**config.mk**
```make
export PLATFORM = sky130hd
export DESIGN_NAME = pipelined_adder
export DESIGN_NICKNAME = d
export VERILOG_FILES = /design/src/rtl/pipelined_adder.sv
export SDC_FILE = /design/constraint.sdc
export NUM_CORES = 1
export LEC_CHECK = 0
export ABC_AREA = 1
export CAP_MARGIN = 15
export CORE_MARGIN = 8
export CORE_UTILIZATION = 52
export CTS_BUF_LIST = sky130_fd_sc_hd__clkbuf_4 sky130_fd_sc_hd__clkbuf_8
export DETAILED_ROUTE_END_ITERATION = 16
export PLACE_DENSITY = 0.78
export SETUP_SLACK_MARGIN = 0.1
export SLEW_MARGIN = 20
export SYNTH_ARGS = -nofsm -noshare
export SYNTH_HDL_FRONTEND = slang
export SYNTH_SLANG_ARGS = --single-unit
```
**constraint.sdc**
```tcl
create_clock -name clk -period 1.9 [get_ports clk]
set_input_delay 0.38 -clock clk [delete_from_list [all_inputs] [get_ports clk]]
set_output_delay 0.38 -clock clk [all_outputs]
set_load 0.005 [all_outputs]
```
**src/rtl/pipelined_adder.sv**
```systemverilog
// Pipelined WIDTH-bit add/subtract: STAGES carry-chained slices, one per clock,
// with a valid/ready handshake on both sides and a synchronous flush.
module pipelined_adder #(
  parameter int WIDTH  = 32,
  parameter int STAGES = 4
) (
  input  logic             clk,
  input  logic             rst,
  input  logic             flush,
  input  logic             in_valid,
  output logic             in_ready,
  input  logic [WIDTH-1:0] a,
  input  logic [WIDTH-1:0] b,
  input  logic             sub,
  output logic             out_valid,
  input  logic             out_ready,
  output logic [WIDTH-1:0] sum,
  output logic             carry_out,
  output logic             overflow,
  output logic             zero
);
  localparam int CH = WIDTH / STAGES;
  localparam int L  = STAGES - 1;

  logic             v_q [STAGES];
  logic             c_q [STAGES];
  logic [WIDTH-1:0] a_q [STAGES];
  logic [WIDTH-1:0] b_q [STAGES];
  logic [WIDTH-1:0] r_q [STAGES];
  logic             ovf_q;
  logic             zero_q;
  logic             init_q;

  logic             v_d [STAGES];
  logic             c_d [STAGES];
  logic             ci  [STAGES];
  logic [WIDTH-1:0] a_d [STAGES];
  logic [WIDTH-1:0] b_d [STAGES];
  logic [WIDTH-1:0] r_d [STAGES];
  logic [STAGES:0]  rdy;
  logic [CH:0]      slc;
  logic             ovf_d;
  logic             zero_d;

  always_comb begin
    rdy         = '0;
    rdy[STAGES] = out_ready;
    for (int k = STAGES - 1; k >= 0; k--)
      rdy[k] = !v_q[k] || rdy[k+1];
    in_ready = init_q && !flush && rdy[0];

    // Stage 0 consumes the raw operands; carry-in of 1 completes ~b + 1
    a_d[0] = a;
    b_d[0] = b ^ {WIDTH{sub}};
    r_d[0] = '0;
    ci[0]  = sub;
    v_d[0] = in_valid && in_ready;
    for (int k = 1; k < STAGES; k++) begin
      a_d[k] = a_q[k-1];
      b_d[k] = b_q[k-1];
      r_d[k] = r_q[k-1];
      ci[k]  = c_q[k-1];
      v_d[k] = v_q[k-1];
    end

    slc = '0;
    for (int k = 0; k < STAGES; k++) begin
      slc = {1'b0, a_d[k][k*CH +: CH]}
          + {1'b0, b_d[k][k*CH +: CH]}
          + (CH+1)'(ci[k]);
      c_d[k] = slc[CH];
      r_d[k][k*CH +: CH] = slc[CH-1:0];
    end

    ovf_d  = (a_d[L][WIDTH-1] == b_d[L][WIDTH-1])
          && (r_d[L][WIDTH-1] != a_d[L][WIDTH-1]);
    zero_d = ~|r_d[L];
  end

  always_ff @(posedge clk or negedge rst) begin
    if (!rst) begin
      init_q <= 1'b0;
      ovf_q  <= 1'b0;
      zero_q <= 1'b0;
      for (int k = 0; k < STAGES; k++) begin
        v_q[k] <= 1'b0;
        c_q[k] <= 1'b0;
        a_q[k] <= '0;
        b_q[k] <= '0;
        r_q[k] <= '0;
      end
    end else begin
      init_q <= 1'b1;
      for (int k = 0; k < STAGES; k++) begin
        if (flush) begin
          v_q[k] <= 1'b0;
        end else if (rdy[k]) begin
          v_q[k] <= v_d[k];
          c_q[k] <= c_d[k];
          a_q[k] <= a_d[k];
          b_q[k] <= b_d[k];
          r_q[k] <= r_d[k];
        end
      end
      if (!flush && rdy[L]) begin
        ovf_q  <= ovf_d;
        zero_q <= zero_d;
      end
    end
  end

  assign out_valid = v_q[L];
  assign sum       = r_q[L];
  assign carry_out = c_q[L];
  assign overflow  = ovf_q;
  assign zero      = zero_q;

endmodule

```
Yosys cells after proc, flatten, opt, wreduce, memory -nomap -nowiden

Index checks and enable logic that the tools add are counted.

Flip-flop bits (word level): 283
Bits in latches: 0
Memory bits (writable): 0
Bits in read-only memories: 0
Bits of input ports: 70
Output and inout port bits: 37
Logic and storage cells: 65
Memories: 0

Add/sub/neg operators: 8
$mul: 0
Div/mod/pow operators: 0
Magnitude comparators: 0
Equal/unequal tests: 2
Shift-type cells: 0
Muxes and demuxes: 8
Bitwise gates (word level): 2
Reductions and logical operators: 24

Operators with widths:

| operator          | count |
|---|---|
| $add 8x8->9       | 4 |
| $add 9x1->9       | 4 |
| $reduce_or 32->1  | 1 |
| $xor 32x32->32    | 1 |
| $mux 1            | 8 |
| $reduce_and 2->1  | 4 |
| $reduce_bool 2->1 | 4 |
| $logic_not 1->1   | 6 |
| $logic_and 1x1->1 | 5 |
| $logic_or 1x1->1  | 4 |
| $eq 1x1->1        | 1 |
| $ne 1x1->1        | 1 |
| $not 1->1         | 1 |

Longest topological paths before layout

Gate-level depths: netlist of run 1.

Depth in word-level cells: 9
Mapped depth: 12

Least setup slack after synthesis of run 1

No wires, ideal clock.

Path kind: input to register
From: input port sub
To: register r_q, in the netlist r_d[71]
Setup time: 0.117 ns
Data arrival time: 1.780 ns
Data required time: 1.783 ns
Slack: 0.003 ns
Stages: 11
Buffers on the path: 2
Cells stage by stage: buf_2 -> buf_2 -> xor2_1 -> ha_1 -> nand2_1 -> o21ai_1 -> nand2_1 -> nand2_1 -> nand2_1 -> nand3_1 -> nand2_1

Cells in the longest elaborated chain, start to end: 3

RTL lines:

| item                          | RTL line | text |
|---|---|---|
| start, declared               | 14       | `input logic sub,` |
| $xor 32x32->32                | 54       | `b_d[0] = b ^ {WIDTH{sub}};` |
| $add 8x8->9                   | 69       | `+ {1'b0, b_d[k][k*CH +: CH]}` |
| $add 9x1->9 *                 | 70       | `+ (CH+1)'(ci[k]);` |
| end signal, assigned by index | 102      | `r_q[k] <= r_d[k];` |
| end, declared                 | 29       | `logic [WIDTH-1:0] r_q [STAGES];` |

Every way passes the cells marked *; elsewhere a longest branch is shown, timed or not.
A chain may end at the register's enable or synchronous reset.

Worst setup path in the final report of run 1

From: register c_q[1] (netlist bit)
To: register zero_q, in the netlist zero

Cells in the longest elaborated chain, start to end: 3

RTL lines:

| item                            | RTL line | text |
|---|---|---|
| start, declared                 | 26       | `logic c_q [STAGES];` |
| start signal, assigned by index | 99       | `c_q[k] <= c_d[k];` |
| $add 9x1->9                     | 70       |  |
| $reduce_or 32->1                | 77       | `zero_d = ~\|r_d[L];` |
| $logic_not 1->1                 | 77       |  |
| end signal, assigned            | 107      | `zero_q <= zero_d;` |
| end, declared                   | 31       | `logic zero_q;` |

No other way between the ends.

==> flow_metrics.tcl, run 1 <==
set metrics [dict create \
    final_non_filler_cell_total 1387 \
    timing.critical_path.mode_cell "nand3_1" \
    place.port_buffers 106 \
    floorplan.core_area_sq_mm 0.0166 \
    timing_max_transition_violations_final 0 \
    postSynthCellCount 1020 \
    synth.yosys.warnings 0 \
    die_height_um 146 \
    share_comb_of_total_power_pct 25.6 \
    final_critical_path_time_including_i_o_delays_and_setup_ns 1.95 \
    timing.setup.critical_path_class "register to register" \
    seq_area_frac_synth_pct 53.2 \
    grt_use_total_pct 18.2 \
    register_clock_pin_slew_on_the_reported_worst_setup_and_hold_paths_ns 0.08 \
    pwr-share-seq_pct 48.6 \
    crit_required_ns 2.30 \
    routed_via_density 4.98 \
    combinational_family_with_the_most_area_after_synthesis "simple AND/OR/NAND/NOR gates" \
    crit_path_cell_trace "fa_2 > inv_2 > fa_2 > inv_2 > nor2_2 > nand3_1 > nor2_2 > nand3_1 > nor2_1 > nand3_1 > nand2_1" \
    insertedDiodeCount 0 \
    design.final.nets 1261 \
    synth_edf_count 0 \
    routed_wl_um 18900 \
    dpl_worst_slack_ns -0.261 \
    synth_top_cell_by_area "dfrtp_1" \
    synth_xor_xnor_area_share_pct 3.88 \
    cts_made_buffers 17 \
    fraction_of_the_mapped_netlist_area_in_compound_gates_pct 9.06 \
    post_synth_fa_ha_maj_area_fraction_pct 5.58 \
    outcome "finished, violations left" \
    routed-via-count 6908 \
    design.die.area_sq_mm 0.0213 \
    ios 107 \
    timing.clock.skew_ns 0.00813 \
    fin_area_sq_mm 0.0109 \
    mappedNetlistNets 1125 \
    wl_per_cell_um 13.7 \
    number_of_global_route_vias_before_repair 6648 \
    switching_share_pct 29.8 \
    synth_flop_cell "dfrtp_1" \
    finalCoreUtilization_pct 65.7 \
    synthArstFlopShare_pct 100 \
    place_hpwl_um 14100 \
    crit_path_top_delay_cell "fa_2" \
    critical_path.max_stage_delay_ns 0.58 \
    drt_drc_violations_left 0 \
    unrepaired_setup_endpoints_after_global_routing "true" \
    dieWidth_um 146 \
    critical_path.max_fanout 2 \
    post_dp_cell_area_sq_mm 0.0103 \
    tritoncts "built" \
    total_switching_power_uw 3110 \
    synth-simple-area-share_pct 21.9 \
    r2r.worst_path.cells 11 \
    dr.pass1.iters 5 \
    ys_seq_elements 187 \
    yosysMostFrequentCell "nand2_1" \
    vdd_drop_max_mv 0.542 \
    clock_tree.buffer_depth 2 \
    syn-cell-area_sq_mm 0.00880 \
    share_of_the_synthesized_area_in_the_top_cell_type_pct 53.2 \
    setup_total_negative_slack_ns -0.0478 \
    power.density_cell_area_mw_per_mm2 960 \
    layout_cells_sized_above_1_pct 11.1 \
    cts_root_buf "clkbuf_8" \
    grt_pass1_wl_um 32400 \
    netlist_top_cells_count "nand2_1 (395), dfrtp_1 (187), o21ai_0 (86)" \
    setup_viol_count_final 1 \
    drt_iter0_markers 431 \
    holdCritPathClass "input port to async pin" \
    syn-mean-instance-area_sq_um 8.62 \
    cp_top_family "adder cells" \
    max_slew_margin_pct 63.5 \
    finalWeightedCongestion 0.881 \
    clock_sink_count 187 \
    synth_top_cells_by_area "dfrtp_1 (53%), nand2_1 (17%), o21ai_0 (4.9%)" \
    timing_worst_slew_pin_value_ns 0.547 \
    ant_nets 0 \
    start_util_pct 53.0 \
    final.setup.worst_slack_ns -0.0478 \
    internal-power_uw 7350 \
    cts_htree_levels 4 \
    antenna_found_initial 0 \
    area_growth_syn_to_layout_pct 23.9 \
    signal_arrival_time_at_the_worst_endpoint_ns 2.34 \
    floorplan.rows 47 \
    clkPwrFrac_pct 25.8 \
    maxCapViolations 0 \
    slack_of_the_worst_reg_to_reg_path_ns -0.05 \
    endpoint_class_of_the_critical_path "register" \
    yosys-mux-area-fraction_pct 0 \
    regToRegEndpoint "zero" \
    regToRegStartpoint "c_q[1]" \
    finalCritPeriodShare_pct 103 \
    insertion_delay_ns 0.45 \
    path_buf_inv 2 \
    violations "setup timing" \
    ys_types 36 \
    total_gr_overflow 0 \
    pin_count_of_the_biggest_net_entering_global_routing 48 \
    report.final.hold_viol_count 0 \
    total_leakage_power_uw 0.00549 \
    max_clock_freq_ghz 0.513 \
    placed_cells 1347 \
    critical_path.startpoint_type "register" \
]
## per-layer routing
| layer | vias to the layer above | part of all wire, % | global-route usage, % |
|---|---|---|---|
| met1 | 3231 | 48 | 25.0 |
| met4 | 0 | 1.8 | 6.34 |
| met5 | - | 0 | 0 |
| li1 | 3495 | - | - |
| met3 | 26 | 4.5 | 3.92 |
| met2 | 156 | 46 | 28.2 |
## layout make-up
type | count | area, sq um
Clock inverter | 7 | 118
Multi-Input combinational cell | 705 | 3650
Tap cell | 220 | 275
Clock buffer | 23 | 285
Timing Repair Buffer | 156 | 1560
Sequential cell | 187 | 4680
Fill cell | 1419 | 5680
Inverter | 89 | 337
## sequential cells by signal, summed over array words and instances (netlist names)
signal     flops
a_d           48
b_d           48
r_d           48
sum           32
c_q            3
v_d            3
carry_out      1
init_q         1
out_valid      1
overflow       1
zero           1
## repair_timing
item                       in CTS  in global routing
buffers inserted                1                  8
pin swaps                       2                 11
setup endpoints to repair       5                 13
hold buffers                    1                  0
hold endpoints to repair       37                  0
gates resized for setup         9                 30
## stage by stage
stage | hold slack [ns] | power, uW
4_1_cts | 0.409 | 10400
5_1_grt | 0.432 | 11100
2_1_floorplan | 0.0844 | 6510
3_5_place_dp | 0.322 | 7730
6_report | 0.418 | 10500
3_3_place_gp | 0.322 | 7630
## power by group through the flow
stage	clock network (uW)	logic, uW	registers, uW
3_5_place_dp	0	2570	5160
6_report	2700	2670	5090
4_1_cts	2750	2610	5080
5_1_grt	2910	3040	5170
3_3_place_gp	0	2490	5140
2_1_floorplan	0	1470	5040
## cell families after synthesis
| group | after synthesis |
|---|---|
| adder cells (fa/ha/maj) | 35 |
| buffers and inverters | 128 |
| other | 1 |
| AND/OR/NAND/NOR | 482 |
| AO/OA/AOI/OAI | 148 |
| XOR/XNOR | 39 |
| flip-flops | 187 |
## worst max path at each step
stage | slack (ns) | start | cells after the start | end
floorplan | 0.11 | sub | 11 | r_d[71]
global placement | -0.19 | out_ready | 8 | in_ready
detailed placement | -0.26 | out_ready | 8 | in_ready
CTS | -0.08 | b_d[24] | 11 | zero
global route | -0.21 | c_q[1] | 11 | zero
finish | -0.05 | c_q[1] | 11 | zero
## cell usage in the layout (no fill, tap or decap), types with 5 or more instances in the layout
cell type,Yosys,layout
clkbuf_4,0,5
xnor2_1,13,11
nand4_1,10,10
nor2_1,36,32
a21oi_1,19,15
inv_1,84,76
nand3b_1,6,6
ha_1,28,26
o21ai_1,21,22
o21ai_0,86,84
nand3_1,27,24
buf_12,0,10
inv_2,5,12
fa_2,0,7
dfrtp_1,187,187
clkdlybuf4s50_1,0,101
xor2_1,26,26
buf_4,2,39
nand2_1,395,394
clkbuf_8,0,18
(Power assumes the default switching activity.)
==> run 2, diff against run 1 <==
- SETUP_SLACK_MARGIN: 0.1 -> unset
- SLEW_MARGIN: 20 -> 25
- TNS_END_PERCENT: unset -> 5
==> flow_metrics.tcl, run 2 (synthesis gave the netlist of run 1 again) <==
set metrics [dict create \
    routed-via-count 6834 \
    endpoint_class_of_the_critical_path "register" \
    design.die.area_sq_mm 0.0213 \
    insertion_delay_ns 0.47 \
    critical_path.max_fanout 2 \
    total_gr_overflow 0 \
    number_of_global_route_vias_before_repair 6423 \
    register_clock_pin_slew_on_the_reported_worst_setup_and_hold_paths_ns 0.09 \
    worst_hold_margin_ns 0.413 \
    place.port_buffers 106 \
    routed_length_on_met2_um 8200 \
    wl_per_cell_um 13.3 \
    drt_iter0_markers 455 \
    cts_htree_levels 4 \
    setup_viol_count_final 2 \
    clock_sink_count 187 \
    maxCapViolations 0 \
    final_critical_path_time_including_i_o_delays_and_setup_ns 1.95 \
    place_hpwl_um 13700 \
    floorplan.core_area_sq_mm 0.0166 \
    finalCritPeriodShare_pct 103 \
    insertedDiodeCount 0 \
    tritoncts "built" \
    drt_drc_violations_left 0 \
    ios 107 \
    power.density_cell_area_mw_per_mm2 946 \
    start_util_pct 53.0 \
    dr.pass1.iters 5 \
    violations "setup timing" \
    max_slew_margin_pct 65.8 \
    timing_max_transition_violations_final 0 \
    routed_via_density 4.96 \
    most_frequent_standard_cell_in_the_layout_excluding_fill_and_tap_cells "nand2_1" \
    timing_worst_slew_pin_value_ns 0.512 \
    crit_required_ns 2.31 \
    area_growth_syn_to_layout_pct 22.5 \
    critical_path.startpoint_type "register" \
    final_cell_mix "nand2_1 (395), dfrtp_1 (187), clkdlybuf4s50_1 (103)" \
    cts_made_buffers 17 \
    unrepaired_setup_endpoints_after_global_routing "true" \
    cts_root_buf "clkbuf_8" \
    clock_tree.buffer_depth 2 \
    vdd_drop_max_mv 0.607 \
    timing.setup.critical_path_class "register to register" \
    signal_arrival_time_at_the_worst_endpoint_ns 2.36 \
    dieWidth_um 146 \
    max_clock_freq_ghz 0.512 \
    holdCritPathClass "input port to async pin" \
    pin_count_of_the_biggest_net_entering_global_routing 53 \
    ant_nets 0 \
    report.final.hold_viol_count 0 \
    grt_use_total_pct 17.6 \
    grt_pass1_wl_um 31000 \
    setup_total_negative_slack_ns -0.0586 \
    floorplan.rows 47 \
    wl_met3_um 906 \
    finalWeightedCongestion 0.866 \
    antenna_found_initial 0 \
    design.final.nets 1252 \
    timing.clock.skew_ns 0.0117 \
    length_of_routed_wiring_on_met1_um 8930 \
    die_height_um 146 \
    outcome "finished, violations left" \
    route.top_layer_used "met4" \
    final.setup.worst_slack_ns -0.0536 \
    total_leakage_power_uw 0.00540 \
    layout_cells_sized_above_1_pct 8.37 \
    routed_wl_um 18300 \
]
## run 2: metrics by stage
stage	worst slack (ns)	total power, uW	utilization [%]	std cells	instance area (sq um)
after global placement	-0.212	7600	62.4	1344	10300
after global routing	-0.164	10800	65.0	1379	10800
after detailed placement	-0.250	7690	62.4	1344	10300
after floorplan	0.00291	6500	-	1020	8800
final	-0.0536	10200	65.0	1379	10800
after CTS	-0.0843	10200	64.8	1376	10700
## run 2: worst max-delay path, cell delays in order, from the launching register on
cell and delay, ns:
dfrtp_1 0.40, fa_2 0.24, inv_2 0.04, fa_2 0.56, inv_2 0.03, nor2_1 0.07
nand3_1 0.08, nor2_2 0.10, nand3_1 0.10, nor2_1 0.10, nand3_1 0.09, nand2_1 0.06
## run 2: layer usage
layer,global-route usage (%),vias up
li1,-,3481
met5,0,-
met3,4.20,24
met2,26.5,165
met4,6.18,0
met1,24.5,3164
## run 2: path summary, 6_finish.rpt
kind,depth (start not counted),slack [ns],endpoint,start
worst max register to register,11,-0.05,zero,c_q[1]
max in group asynchronous,3,0.88,a_d[24],rst
worst min register to register,2,0.47,b_d[30],b_d[62]
worst max-delay path,11,-0.05,zero,c_q[1]
min in group clk,3,0.44,a_d[76],a[12]
worst min-delay path,2,0.41,r_d[71],rst
## run 2: final cells by class
cell class / count / area, sq um
well taps: 220 / 275
fillers: 1395 / 5800
flip-flops and latches: 187 / 4680
repair buffers: 147 / 1530
inverters: 89 / 334
clock inverters: 9 / 88.8
multi-input cells: 705 / 3580
clock buffers: 22 / 297
## run 2: where the power goes
group          leakage, uW  switching [uW]  internal [uW]  total [uW]
Combinational      0.00289            1330           1240        2570
Clock             0.000191            1350           1190        2540
Sequential         0.00232             432           4650        5090
## run 2: timing repair
item	4_1_cts	5_1_grt
resized for setup	5	6
pin swaps	0	3
hold buffers	1	0
setup buffers	0	3
endpoints found under the setup margin	3	7
hold endpoints to repair	44	0
==> run 3, diff against run 2 <==
- CTS_CLUSTER_DIAMETER: unset -> 120
==> results of run 3 <==
The final DEF is identical to that of run 2; final timing and power are the same.
